--- config.mk ---
export PLATFORM = sky130hd
export DESIGN_NAME = cpu_control
export DESIGN_NICKNAME = d
export VERILOG_FILES = /design/src/rtl/cpu_control_pkg.sv /design/src/rtl/cpu_control_cond_eval.sv /design/src/rtl/cpu_control.sv
export SDC_FILE = /design/constraint.sdc
export NUM_CORES = 1
export LEC_CHECK = 0
export ABC_AREA = 0
export CAP_MARGIN = 15
export CORE_ASPECT_RATIO = 1.1
export CORE_MARGIN = 3
export CORE_UTILIZATION = 36
export CTS_CLUSTER_DIAMETER = 100
export DETAILED_ROUTE_END_ITERATION = 10
export GPL_ROUTABILITY_DRIVEN = 0
export GPL_TIMING_DRIVEN = 0
export PLACE_DENSITY_LB_ADDON = 0.05
export SLEW_MARGIN = 20
export SYNTH_ARGS = -nofsm -noshare
export SYNTH_HDL_FRONTEND = slang
export SYNTH_SLANG_ARGS = --single-unit
--- constraint.sdc ---
create_clock -name clk -period 2.3 [get_ports clk]
set_clock_uncertainty 0.2 [all_clocks]
set_input_delay 0.46 -clock clk [delete_from_list [all_inputs] [get_ports clk]]
set_output_delay 0.46 -clock clk [all_outputs]
set_load 0.01 [all_outputs]
--- src/rtl/cpu_control_pkg.sv ---
// Shared definitions for the XMen CPU control path: state encoding, opcode
// fields, legal I-type opcode set and the PC / write-back source encodings.
package cpu_defs;

  typedef enum logic [2:0] {
    ST_FETCH  = 3'd0,
    ST_DECODE = 3'd1,
    ST_EXEC   = 3'd2,
    ST_MEM    = 3'd3,
    ST_WB     = 3'd4,
    ST_TRAP   = 3'd5
  } state_t;

  localparam logic [3:0] RTYPE     = 4'b0000;
  localparam logic [3:0] MEMJ      = 4'b0100;
  localparam logic [3:0] SHIFT     = 4'b1000;
  localparam logic [3:0] BCOND     = 4'b1100;

  localparam logic [3:0] LOAD_EXT  = 4'b0000;
  localparam logic [3:0] STOR_EXT  = 4'b0100;
  localparam logic [3:0] JAL_EXT   = 4'b1000;
  localparam logic [3:0] JCOND_EXT = 4'b1100;
  localparam logic [3:0] LSH_EXT   = 4'b0100;

  // One bit per op code: ANDI ORI XORI ADDI ADDUI ADDCI SUBI SUBCI CMPI MOVI LUI.
  // 1110 is reserved and therefore undefined.
  localparam logic [15:0] ITYPE_LEGAL = 16'hAEEE;

  localparam logic [1:0] PC_INC  = 2'd0;
  localparam logic [1:0] PC_DISP = 2'd1;
  localparam logic [1:0] PC_REG  = 2'd2;

  localparam logic [1:0] WB_ALU  = 2'd0;
  localparam logic [1:0] WB_MEM  = 2'd1;
  localparam logic [1:0] WB_PC   = 2'd2;

  function automatic logic is_itype(input logic [3:0] op);
    return ITYPE_LEGAL[op];
  endfunction

endpackage

--- src/rtl/cpu_control_cond_eval.sv ---
// Branch/jump condition evaluator: 4-bit condition code against {C,L,F,Z,N}.
module cond_eval (
  input  logic [3:0] i_cond,
  input  logic [4:0] i_flags,
  output logic       o_taken
);

  logic w_c, w_l, w_f, w_z, w_n;
  assign {w_c, w_l, w_f, w_z, w_n} = i_flags;

  always_comb begin
    o_taken = 1'b0;
    case (i_cond)
      4'b0000: o_taken = w_z;
      4'b0001: o_taken = !w_z;
      4'b0010: o_taken = w_c;
      4'b0011: o_taken = !w_c;
      4'b0100: o_taken = w_l;
      4'b0101: o_taken = !w_l;
      4'b0110: o_taken = w_n;
      4'b0111: o_taken = !w_n;
      4'b1000: o_taken = w_f;
      4'b1001: o_taken = !w_f;
      4'b1010: o_taken = !w_l && !w_z;
      4'b1011: o_taken = w_l || w_z;
      4'b1100: o_taken = !w_n && !w_z;
      4'b1101: o_taken = w_n || w_z;
      4'b1110: o_taken = 1'b1;
      default: o_taken = 1'b0;
    endcase
  end

endmodule

--- src/rtl/cpu_control.sv ---
// Multi-cycle control FSM for the 16-bit XMen CPU: fetch, decode, execute,
// memory access and write-back over a single shared memory port.
module cpu_control
  import cpu_defs::*;
#(
  parameter bit ILLEGAL_TRAP = 1'b1
) (
  input  logic        clk,
  input  logic        reset_n,
  input  logic        run,
  input  logic [15:0] ir,
  input  logic [4:0]  flags,
  input  logic        mem_ready,
  output logic        mem_req,
  output logic        mem_we,
  output logic        addr_sel,
  output logic        ir_en,
  output logic        pc_en,
  output logic [1:0]  pc_src,
  output logic [3:0]  alu_op,
  output logic        alu_src_imm,
  output logic [7:0]  ext_opcode,
  output logic [3:0]  ext_immlow,
  output logic        flags_en,
  output logic        reg_we,
  output logic [1:0]  wb_sel,
  output logic        illegal
);

  state_t     r_state, w_next;
  logic       r_fetch_busy;
  logic       w_fetch_req;
  logic       w_taken;
  logic [3:0] w_op, w_ext;

  assign w_op       = ir[15:12];
  assign w_ext      = ir[7:4];
  assign ext_opcode = {ir[15:12], ir[7:4]};
  assign ext_immlow = ir[3:0];

  // Once a fetch request is issued it stays up until memory accepts it,
  // even if run drops in the meantime.
  assign w_fetch_req = run || r_fetch_busy;

  cond_eval u_cond_eval (
    .i_cond  (ir[11:8]),
    .i_flags (flags),
    .o_taken (w_taken)
  );

  always_ff @(posedge clk or negedge reset_n) begin
    if (!reset_n) begin
      r_state      <= ST_FETCH;
      r_fetch_busy <= 1'b0;
    end else begin
      r_state      <= w_next;
      r_fetch_busy <= (r_state == ST_FETCH) && w_fetch_req && !mem_ready;
    end
  end

  always_comb begin
    w_next      = r_state;
    mem_req     = 1'b0;
    mem_we      = 1'b0;
    addr_sel    = 1'b0;
    ir_en       = 1'b0;
    pc_en       = 1'b0;
    pc_src      = PC_INC;
    alu_op      = 4'd0;
    alu_src_imm = 1'b0;
    flags_en    = 1'b0;
    reg_we      = 1'b0;
    wb_sel      = WB_ALU;
    illegal     = 1'b0;

    case (r_state)
      ST_FETCH: begin
        if (w_fetch_req) begin
          mem_req = 1'b1;
          if (mem_ready) begin
            ir_en  = 1'b1;
            pc_en  = 1'b1;
            pc_src = PC_INC;
            w_next = ST_DECODE;
          end
        end
      end
      ST_DECODE: w_next = ST_EXEC;
      ST_EXEC: begin
        w_next = ST_FETCH;
        if (w_op == RTYPE) begin
          alu_op   = w_ext;
          flags_en = 1'b1;
          w_next   = ST_WB;
        end else if (w_op == SHIFT && w_ext[3:2] == 2'b00) begin
          alu_op      = SHIFT;
          alu_src_imm = 1'b1;
          w_next      = ST_WB;
        end else if (w_op == SHIFT && w_ext == LSH_EXT) begin
          alu_op = SHIFT;
          w_next = ST_WB;
        end else if (w_op == MEMJ && (w_ext == LOAD_EXT || w_ext == STOR_EXT)) begin
          w_next = ST_MEM;
        end else if (w_op == MEMJ && w_ext == JAL_EXT) begin
          reg_we = 1'b1;
          wb_sel = WB_PC;
          pc_en  = 1'b1;
          pc_src = PC_REG;
        end else if (w_op == MEMJ && w_ext == JCOND_EXT) begin
          pc_en  = w_taken;
          pc_src = w_taken ? PC_REG : PC_INC;
        end else if (w_op == BCOND) begin
          pc_en  = w_taken;
          pc_src = w_taken ? PC_DISP : PC_INC;
        end else if (is_itype(w_op)) begin
          alu_op      = w_op;
          alu_src_imm = 1'b1;
          flags_en    = 1'b1;
          w_next      = ST_WB;
        end else if (ILLEGAL_TRAP) begin
          w_next = ST_TRAP;
        end
      end
      ST_MEM: begin
        mem_req  = 1'b1;
        addr_sel = 1'b1;
        mem_we   = (w_ext == STOR_EXT);
        if (mem_ready) w_next = (w_ext == STOR_EXT) ? ST_FETCH : ST_WB;
      end
      ST_WB: begin
        reg_we = 1'b1;
        wb_sel = (w_op == MEMJ && w_ext == LOAD_EXT) ? WB_MEM : WB_ALU;
        w_next = ST_FETCH;
      end
      ST_TRAP: illegal = 1'b1;
      default: w_next = ST_FETCH;
    endcase

    // Reset silences every strobe immediately, including a pending fetch.
    if (!reset_n) begin
      mem_req  = 1'b0;
      mem_we   = 1'b0;
      addr_sel = 1'b0;
      ir_en    = 1'b0;
      pc_en    = 1'b0;
      pc_src   = PC_INC;
      alu_op   = 4'd0;
      alu_src_imm = 1'b0;
      flags_en = 1'b0;
      reg_we   = 1'b0;
      wb_sel   = WB_ALU;
      illegal  = 1'b0;
    end
  end

endmodule

After elaboration in Yosys (flattened, before gate mapping)
Memory sizes are Yosys's and may differ from the RTL's.
Index checks and enable logic that the tools add are counted.
W data, S select, Z words.
{ "totals": {"register_bits": 4, "romBits": 16, "inputBits": 25, "output_inout_bits": 29, "wordCells": 146, "n_memories": 1} }
{ "op_classes": {"n_lt_le_gt_ge": 1, "eq_ne": 28, "n_mux": 87, "bitwise_logic": 1, "n_reduce_logical": 26} }
{ "memory_table": {"columns": ["name", "words", "word_bits", "rd", "rd_ports_with_merged_regs", "wr", "line", "source"], "rows": [
  ["(name not given)", 16, 1, 1, 0, 0, "cpu_control_pkg.sv:38", "return ITYPE_LEGAL[op];"]
]} }
{ "op_table": {"columns": ["cell", "n"], "rows": [
  ["$mux W1", 45],
  ["$eq A4 B4 Y1 const B", 11],
  ["$mux W4", 10],
  ["$mux W3", 11],
  ["$mux W2", 15],
  ["$eq A4 B3 Y1 const B", 6],
  ["$pmux W1 S15", 1],
  ["$pmux W3 S5", 1],
  ["$logic_not A4 Y1", 3],
  ["$logic_and A1 B1 Y1", 10],
  ["$eq A4 B2 Y1 const B", 2],
  ["$eq A3 B2 Y1 const B", 2],
  ["$eq A3 B3 Y1 const B", 2],
  ["$logic_not A1 Y1", 6],
  ["$ne A2 B2 Y1 const B", 3],
  ["$pmux W1 S2", 3],
  ["$lt A4 B5 Y1 const B", 1],
  ["$eq A4 B1 Y1 const B", 1],
  ["$logic_or A1 B1 Y1", 4],
  ["$pmux W2 S2", 1],
  ["$reduce_and A4 Y1", 1],
  ["$eq A3 B1 Y1 const B", 1],
  ["$logic_not A3 Y1", 1],
  ["$logic_not A2 Y1", 1],
  ["$not A1 Y1", 1]
]} }

Longest topological paths before layout
{ "depth": {"ltp_word": 13, "ltp_mapped": 6, "mapped_depth_nobuf": 5} }

Hierarchy
Synthesis repeated with hierarchy kept, for this count alone.
{ "hier_totals": {"cells_unflattened": 124, "area_unflattened_um2": 923.4} }
{ "by_module_without_submodules": {"columns": ["mod", "instances", "cells_each", "area_per_inst_um2", "seq_area_each_um2"], "rows": [
  ["cpu_control", 1, 99, 743.2, 100.1],
  ["cond_eval", 1, 25, 180.2, 0.0]
]} }

Worst setup path before layout
OpenSTA, ideal clock, no wires.
{ "synth_timing": {"path_kind": "in2out", "start": "input port ir[9]", "end": "output port pc_src[0]", "arrival_ns": 1.465, "required_time_ns": 1.640, "slack_ns": 0.175, "cell_stages": 6, "n_path_buf": 1, "cell_sequence": "buf_6 -> mux2i_1 -> xor2_1 -> a21oi_2 -> a211oi_2 -> nor3b_1"} }
{ "synth_between": {"elab_chain_cells": 12, "word_cells_on_any_way": 26} }
{ "synth_lines": {"columns": ["item", "line", "source"], "rows": [
  ["start: declaration", "cpu_control.sv:11", "input logic [15:0] ir,"],
  ["$eq A4 B4 Y1 (tied with other cells)", "cpu_control_cond_eval.sv:13", "case (i_cond)"],
  ["$pmux W1 S15 *", "cpu_control_cond_eval.sv:13", null],
  ["$mux W1 *", "cpu_control.sv:114", "pc_src = w_taken ? PC_DISP : PC_INC;"],
  ["$mux W1 *", "cpu_control.sv:112", "end else if (w_op == BCOND) begin"],
  ["$mux W2 *", "cpu_control.sv:109", "end else if (w_op == MEMJ && w_ext == JCOND_EXT) begin"],
  ["$mux W2 *", "cpu_control.sv:104", "end else if (w_op == MEMJ && w_ext == JAL_EXT) begin"],
  ["$mux W2 *", "cpu_control.sv:102", "end else if (w_op == MEMJ && (w_ext == LOAD_EXT || w_ext == STOR_EXT)) begin"],
  ["$mux W2 *", "cpu_control.sv:99", "end else if (w_op == SHIFT && w_ext == LSH_EXT) begin"],
  ["$mux W2 *", "cpu_control.sv:95", "end else if (w_op == SHIFT && w_ext[3:2] == 2'b00) begin"],
  ["$mux W2 *", "cpu_control.sv:91", "if (w_op == RTYPE) begin"],
  ["$mux W2 *", null, null],
  ["$mux W2 *", "cpu_control.sv:140", "if (!reset_n) begin"],
  ["end: declaration", "cpu_control.sv:19", "output logic [1:0] pc_src,"]
]} }
Every way passes the cells marked *; elsewhere a longest branch is shown, timed or not.

Worst setup path in the final report
{ "layout_timing": {"start": "input port ir[14]", "end": "output port pc_en"} }
{ "layout_between": {"elab_chain_cells": 10, "word_cells_on_any_way": 18} }
{ "layout_lines": {"columns": ["item", "line", "source"], "rows": [
  ["$eq A4 B4 Y1 or $eq A4 B3 Y1 (tied branches)", null, null],
  ["$mux W1 or $logic_and A1 B1 Y1 (tied branches)", "cpu_control.sv:112, cpu_control.sv:109", null],
  ["$mux W1", "cpu_control.sv:109", null],
  ["$mux W1", "cpu_control.sv:104", null],
  ["$mux W1", "cpu_control.sv:102", null],
  ["$mux W1", "cpu_control.sv:99", null],
  ["$mux W1", "cpu_control.sv:95", null],
  ["$mux W1 *", "cpu_control.sv:91", null],
  ["$pmux W1 S2 *", "cpu_control.sv:76", "case (r_state)"],
  ["$mux W1 *", "cpu_control.sv:140", null],
  ["end: declaration", "cpu_control.sv:18", "output logic pc_en,"]
]} }
Marked as above.

==> flow_metrics.tcl <==
set metrics [dict create \
    regArea_sq_um 103 \
    htreeDepth 1 \
    clockBufferDepth 2 \
    dpl.hpwl_microns 1940 \
    yosys_warnings 0 \
    yosys.area.top_type "dfrtp_1" \
    layout_setup_ws_ns -0.0258 \
    comb_power_share_pct 68.3 \
    synth_area_per_cell_sq_um 7.30 \
    postLayoutCoreUtil_pct 74.6 \
    violations "setup timing" \
    crit_buf_inv 2 \
    cts.sinks 4 \
    synth-edff-count 0 \
    drv_cap 0 \
    seq_area_frac_synth_pct 11.8 \
    status "complete, but fails checks" \
    antenna-diode-count 0 \
    rows 17 \
    slowest_stage "nor4_4" \
    clk_pin_slew_ns 0.04 \
    period_needed_ns 2.33 \
    p_seq_share_pct 19.6 \
    yosys-top-cells-area "dfrtp_1 (12%), buf_4 (11%), nor2_1 (6.6%)" \
    cts_inserted_buffers 3 \
    crit_start "ir[14]" \
    synthMostInstantiatedCell "nor2_1" \
    crit_path_cell_trace "buf_2 > nor4_4 > nor2_2 > and3b_2 > a31oi_1 > a21oi_1 > buf_2" \
    wl_microns 2910 \
    synth-seq-cells 4 \
    ios 54 \
    multi_input_area_sq_um 816 \
    ys.flop_type "dfrtp_1" \
    synthArstFlopShare_pct 100 \
    die-area_sq_mm 0.00297 \
    hold_start "r_state[2]$_DFFE_PN0P_" \
    finalNetCount 203 \
    p_clk_share_pct 12.1 \
    powerDensity_mw_per_mm2 456 \
    r2r_setup_slack_ns 0.83 \
    slew_headroom_pct 80.2 \
    worst_pin_slew_ns 0.297 \
    synth_area_sq_um 847 \
    startpoint_type "input port" \
    clkLatencyLatePin_ns 0.24 \
    ant_nets 0 \
    ys_types 40 \
    fin_cells 204 \
    initial_core_util_pct 39.8 \
    cts_tree "done" \
    route.detailed.drc 0 \
    dieWidth_microns 52.3 \
    yosys-top-cells-count "nor2_1 (15), buf_4 (12), nand2_1 (9)" \
    rr_worst_depth 5 \
    path_delay_family "simple AND/OR/NAND/NOR gates" \
    syn-num-nets 141 \
    switchingPower_w 0.000328 \
    holdWs_ns 0.333 \
    wl_per_cell_microns 14.2 \
    required_ns 1.64 \
    grt_max_degree 11 \
    intPower_w 0.000395 \
    drive_gt1_share_pct 51.1 \
    root_buffer "clkbuf_4" \
    holdCritPathClass "flip-flop to flip-flop" \
    worstReg2RegStart "r_state[2]$_DFFE_PN0P_" \
    cp_slowest_stage_delay_ns 0.34 \
    placed_cells 191 \
    first_iter_violations 28 \
    yosysTopAreaCellShare_pct 11.8 \
    dr.pass1.iters 4 \
    vias 1102 \
    grt-ovfl-total 0 \
    grt_pass1_wl_microns 4670 \
    fillers 162 \
    fmax_mhz 430 \
    crit_top_cell "buf_2" \
    routed_via_density 5.40 \
    setup_viol 1 \
    p_leak_nw 0.696 \
    slew_viol_final 0 \
    endpoint_kind "output port" \
    criticalPathCategory "input port to output port" \
    grt_usage_pct 20.0 \
    p_sw_share_pct 45.4 \
    period_share_pct 101 \
    cp.arrival_ns 1.67 \
    coreArea_sq_mm 0.00213 \
    die_y_microns 56.9 \
    rsz0062_at_grt "true" \
    grt_pass1_vias 1084 \
    area_growth_pct 87.4 \
    min_to "r_state[1]$_DFFE_PN0P_" \
    synth_cells 116 \
    ir_drop_uv 484 \
    port_buffers 47 \
    hold_viol 0 \
    cp_max_fo 6 \
    timing.rr.end "r_state[0]$_DFFE_PN0P_" \
    hold_path_depth 1 \
    grt_antenna_before_repair 0 \
]
## cell usage in the layout, fill, tap and decap left out, types with 2 or more instances in the layout
cell	instances
nor3b_2	3
a21oi_2	3
nand2_1	8
buf_4	21
dlygate4sd2_1	8
dfrtp_2	2
inv_1	4
clkbuf_2	7
nand3b_1	2
nor2_1	9
buf_2	10
xor2_1	2
a22oi_1	3
nor4b_4	2
nand2b_1	3
dfrtp_1	2
clkbuf_4	4
clkdlybuf4s50_1	15
clkdlybuf4s15_2	2
nor3_2	3
a211oi_2	2
nor3_1	4
a21oi_1	6
buf_6	3
and3_1	2
o22ai_1	2
clkdlybuf4s15_1	2
nand2b_4	4
buf_12	2
o21ai_0	2
nor2_4	5
## registers in the layout (all words and copies together), names as in the netlist
| signal | flops |
|---|---|
| r_state | 3 |
| r_fetch_busy | 1 |
## cell families (layout without fill, tap and decap cells)
family	count (synthesis)	after routing	synth area share [%]
simple gates	60	60	44.0
xor+xnor	2	2	2.07
flops	4	4	11.8
mux	1	1	1.18
buf+inv	19	79	15.7
compound gates	30	30	25.3
## what timing repair did
| action | CTS | global route |
|---|---|---|
| setup endpoints to repair | 23 | 13 |
| pin swaps | 17 | 13 |
| buffers inserted | 7 | 3 |
| hold buffers | 1 | 0 |
| endpoints found under the hold margin | 4 | 0 |
| resized for setup | 117 | 32 |
## worst reg2reg max path, cell delays in order (launching register included)
cell and delay (ns):
dfrtp_2 0.45, nand2b_4 0.17, nor2_2 0.12, and3b_2 0.22
nand4b_1 0.10, o311ai_1 0.09
## worst max-delay path by stage
stage,end,slack (ns),cells past startpoint
6_report,pc_en,-0.03,7
4_1_cts,pc_en,0.004,6
3_3_place_gp,pc_en,-0.89,7
5_1_grt,pc_en,-0.11,7
3_5_place_dp,reg_we,-0.92,7
2_1_floorplan,pc_src[0],0.18,6
## layer usage
layer / GRT usage, % / share of wire [%] / vias to the layer above
li1: - / - / 539
met1: 25.2 / 40 / 514
met2: 34.5 / 53 / 49
met3: 5.57 / 7.2 / 0
met4: 2.19 / 0 / 0
met5: 0 / 0 / -
## metrics by stage
stage | power (W) | setup slack, ns | TNS, ns | area [sq um]
after floorplan | 0.000355 | 0.175 | 0 | 847
after global routing | 0.000785 | -0.109 | -0.247 | 1590
final | 0.000723 | -0.0258 | -0.0258 | 1590
after global placement | 0.000516 | -0.894 | -12.14 | 1350
after CTS | 0.000647 | 0.00448 | 0 | 1510
after detailed placement | 0.000523 | -0.921 | -12.26 | 1350
## power groups by stage
| stage | combinational (W) | sequential, W | clock (W) |
|---|---|---|---|
| 6_report | 0.000494 | 0.000142 | 0.0000878 |
| 5_1_grt | 0.000538 | 0.000148 | 0.000100 |
| 4_1_cts | 0.000426 | 0.000130 | 0.0000906 |
| 3_5_place_dp | 0.000396 | 0.000127 | 0 |
| 3_3_place_gp | 0.000391 | 0.000125 | 0 |
| 2_1_floorplan | 0.000238 | 0.000117 | 0 |
## final cells by class
cell class | count | area share (%)
Sequential cell | 4 | 6.46
Buffer | 15 | 8.12
Clock buffer | 3 | 1.42
Multi-Input combinational cell | 93 | 51.4
Timing Repair Buffer | 57 | 29.5
Inverter | 4 | 0.946
Tap cell | 28 | 2.21
Note: power is estimated with default switching activity, not from simulation.
==> RTL change 1 (config.mk and constraints unchanged) <==
Re-encode `state_t` (6 states) as one-hot, 6 bits wide.
--- a/src/rtl/cpu_control_pkg.sv
+++ b/src/rtl/cpu_control_pkg.sv
@@ -4,9 +4,9 @@
 
-  typedef enum logic [2:0] {
-    ST_FETCH  = 3'd0,
-    ST_DECODE = 3'd1,
-    ST_EXEC   = 3'd2,
-    ST_MEM    = 3'd3,
-    ST_WB     = 3'd4,
-    ST_TRAP   = 3'd5
+  typedef enum logic [5:0] {
+    ST_FETCH  = 6'b000001,
+    ST_DECODE = 6'b000010,
+    ST_EXEC   = 6'b000100,
+    ST_MEM    = 6'b001000,
+    ST_WB     = 6'b010000,
+    ST_TRAP   = 6'b100000
   } state_t;
Formal check against the unedited RTL: no difference found for any inputs over 10 cycles, from zero or initial values and one cycle with reset_n low; not proved beyond that.
==> RTL change 1 against the original RTL <==
  * The flow still finishes with violations (setup timing)
  * Fmax decreased by 22%
  * Cell count rose by 17%
  * Non-clock buffer count up 8
  * Worst setup slack lost 0.64 ns
  * Wire length rose by 25%
  * Critical path type is now flip-flop to output pin
  * Synthesized area increased by 24%
  * Power is 9.2% higher
  * Highest routed layer is now met4
  * Cell area is 15% higher
  * Sequential cell count grew 3
  * Largest power group unchanged
==> RTL change 1: results <==
[layout]
n_clock_buffer = 4
final_cells = 238
top_regs = "r_state x6, r_fetch_busy x1"
fillers = 233
multi_input_area_um2 = 868
drive_above_1_share_pct = 39.6
clockNetworkAreaShare_pct = 1.44
nonClkBufAreaFrac_pct = 37.9
fin_nets = 233
nNonClkBuffers = 80

[setup_path]
critical_path.slowest_cell = "or4_4"
crit_start = "r_state[0]$_DFFE_PN1P_"
max_stage_delay_ns = 0.56
arrival_ns = 2.31
critPathMaxFanout = 2

[detailed_routing]
met2_length_um = 1890
dr.max_layer_used = "met4"
wl_met1_um = 1450
wl_per_cell_um = 15.2

[run_status]
failed_checks = "setup timing"
outcome = "complete, but fails checks"

[sta]
setup_tns_ns = -6.33
worst_slack_ns = -0.668
slew_headroom_pct = 63.5
finalSetupViolations = 17

[synth]
syn_inst = 143
synthTopCellsByCount = "nor2_1, buf_4, o21ai_0"
synthDistinctLibCells = 46
synth_compound_area_share_pct = 28.2
synth_seq_cells = 7
synth_nets = 168

[placement]
pre_cts_ws_ns = -1.28
dp_hpwl_um = 2350
dpl-instance-area_mm2 = 0.00156
place.detailed.instances = 220
port_buffers = 46

[clock_network]
clock_latency_ns = 0.26

[power_and_ir_drop]
p_comb_mw = 0.506
p_per_area_mw_per_mm2 = 434
swShare_pct = 41.4

[min_path]
hold_class = "input pin to async pin"

[global_routing]
met3_usage_pct = 4.55
gr-usage-met1_pct = 21.4
-- RTL change 1: cell count changes after synthesis, sizes merged, moves of 5 or more --
cell	change
o21ai	+5
nor3b	+6
nand2b	-7
clkbuf	+5
-- RTL change 1: worst paths after layout --
path / end / slack, ns
setup reg to reg: r_state[0]$_DFFE_PN1P_ / -0.08
min in group clk: r_fetch_busy$_DFF_PN0_ / 0.37
max in group asynchronous: r_state[3]$_DFFE_PN0P_ / 0.91
hold / removal: r_state[0]$_DFFE_PN1P_ / 0.21
hold reg to reg: r_fetch_busy$_DFF_PN0_ / 0.37
setup / recovery: pc_en / -0.67
-- RTL change 1: cell families after synthesis --
family,Yosys count
and+or+nand+nor,62
AOI/OAI and AO/OA,43
buffers and inverters,25
DFF,7
xor gates and xnor gates,4
muxes,2
-- RTL change 1: what timing repair did --
action / 4_1_cts / 5_1_grt
setup buffers: 13 / 2
hold buffers: 1 / 0
setup endpoints to repair: 23 / 21
endpoints found under the hold margin: 6 / 0
pin swaps: 11 / 7
gates resized for setup: 83 / 22
==> RTL change 2 (same settings) <==
Without the edit above. `ILLEGAL_TRAP`: 1'b1 -> 1'b0.
--- a/src/rtl/cpu_control.sv
+++ b/src/rtl/cpu_control.sv
@@ -5,3 +5,3 @@
 #(
-  parameter bit ILLEGAL_TRAP = 1'b1
+  parameter bit ILLEGAL_TRAP = 1'b0
 ) (
Function: changed (a bounded check fails within 4 cycles, from zero or initial values and one cycle with reset_n low).
==> RTL change 2 against the original RTL <==
  * The flow still finishes with violations (setup timing)
  * Power shrank 1.1%
  * Sequential share of layout area increased by 0.45 points
  * Clock power decreased by 2%
  * Cell area fell by 6.5%
  * Wire length decreased by 8.6%
  * Synthesized area is 4.7% lower
  * Sequential cell count unchanged
  * Worst setup slack got worse by 0.19 ns
  * Critical path type is now flip-flop to output pin
  * Highest routed layer is now met4
==> RTL change 2: results <==
[detailed_routing]
met2_length_um = 1450
dr.first_iter.drc_count = 14
dr.max_layer_used = "met4"
met3_length_um = 132
vias = 1047
wl_um = 2660

[sta]
finalSetupViolations = 4
worst_slack_ns = -0.215
hold_viol = 0

[global_routing]
track_usage_pct = 20.2
grt_pass1_wl_um = 4580
met3_usage_pct = 2.41
met2_usage_pct = 37.2
gr-usage-met1_pct = 22.1

[layout]
fin_nets = 204
nonClkBufAreaFrac_pct = 44.0
nNonClkBuffers = 78
drive_above_1_share_pct = 44.1
seq_share_pct = 6.91
multi_input_area_share_pct = 43.4
nNonClkInverters = 7
clockNetworkAreaShare_pct = 1.52
fillers = 183
multi_input_comb_cells = 85

[run_status]
failed_checks = "setup timing"
outcome = "complete, but fails checks"

[synth]
ys_top_cells_by_area = "dfrtp_1, buf_4, a21oi_1, nor3_1, nor2_1"
synthTopCellsByCount = "buf_4, a21oi_1, nor2_1"
synth_top_cell_area_share_pct = 12.4
seq_area_frac_synth_pct = 12.4
synthMuxAreaShare_pct = 2.79
yosys.area_share.xor_xnor_pct = 1.09
synth_nets = 139

[setup_path]
rrSetupSlack_ns = 0.52
critPathMaxFanout = 3

[clock_network]
cts_resized = 103
post_cts_buffers = 10

[placement]
pre_cts_ws_ns = -1.19

[power_and_ir_drop]
vdd_drop_max_mv = 0.517
swShare_pct = 40.8
p_comb_mw = 0.499
p_leak_nw = 0.677
[RTL change 2: kinds of logic (layout without fill, tap and decap cells)]
kind of cell               Yosys count  count (layout)
buffers and inverters               25              88
DFF                                  4               4
muxes                                1               1
and+or+nand+nor                     44              44
adders and majority gates            1               1
xor gates and xnor gates             1               1
AOI/OAI and AO/OA                   38              38
[RTL change 2: final timing paths]
kind / start / to / cells after the start
setup / recovery: r_state[0]$_DFFE_PN0P_ / pc_src[0] / 7
hold / removal: r_state[2]$_DFFE_PN0P_ / r_state[2]$_DFFE_PN0P_ / 2
setup reg to reg: r_state[0]$_DFFE_PN0P_ / r_state[0]$_DFFE_PN0P_ / 5
hold reg to reg: r_state[2]$_DFFE_PN0P_ / r_state[2]$_DFFE_PN0P_ / 2
max in group asynchronous: reset_n / r_state[1]$_DFFE_PN0P_ / 2
min in group asynchronous: reset_n / r_fetch_busy$_DFF_PN0_ / 2
[RTL change 2: critical path, stage by stage (launching register included)]
cell and delay (ns):
dfrtp_2 0.40, nand4bb_1 0.21, buf_6 0.14, a31o_1 0.18, a21o_1 0.19, buf_6 0.13, nor4_2 0.19, buf_2 0.17
[RTL change 2: per-stage QoR]
stage | cells | instance area [um^2] | hold WS (ns) | power, mW | setup TNS (ns)
5_1_grt | 205 | 1480 | 0.445 | 0.776 | -0.890
2_1_floorplan | 114 | 816 | -0.0356 | 0.356 | 0
6_report | 205 | 1480 | 0.397 | 0.715 | -0.579
3_3_place_gp | 187 | 1300 | 0.360 | 0.515 | -11.81
4_1_cts | 201 | 1420 | 0.409 | 0.697 | -0.545
3_5_place_dp | 187 | 1300 | 0.402 | 0.525 | -12.33
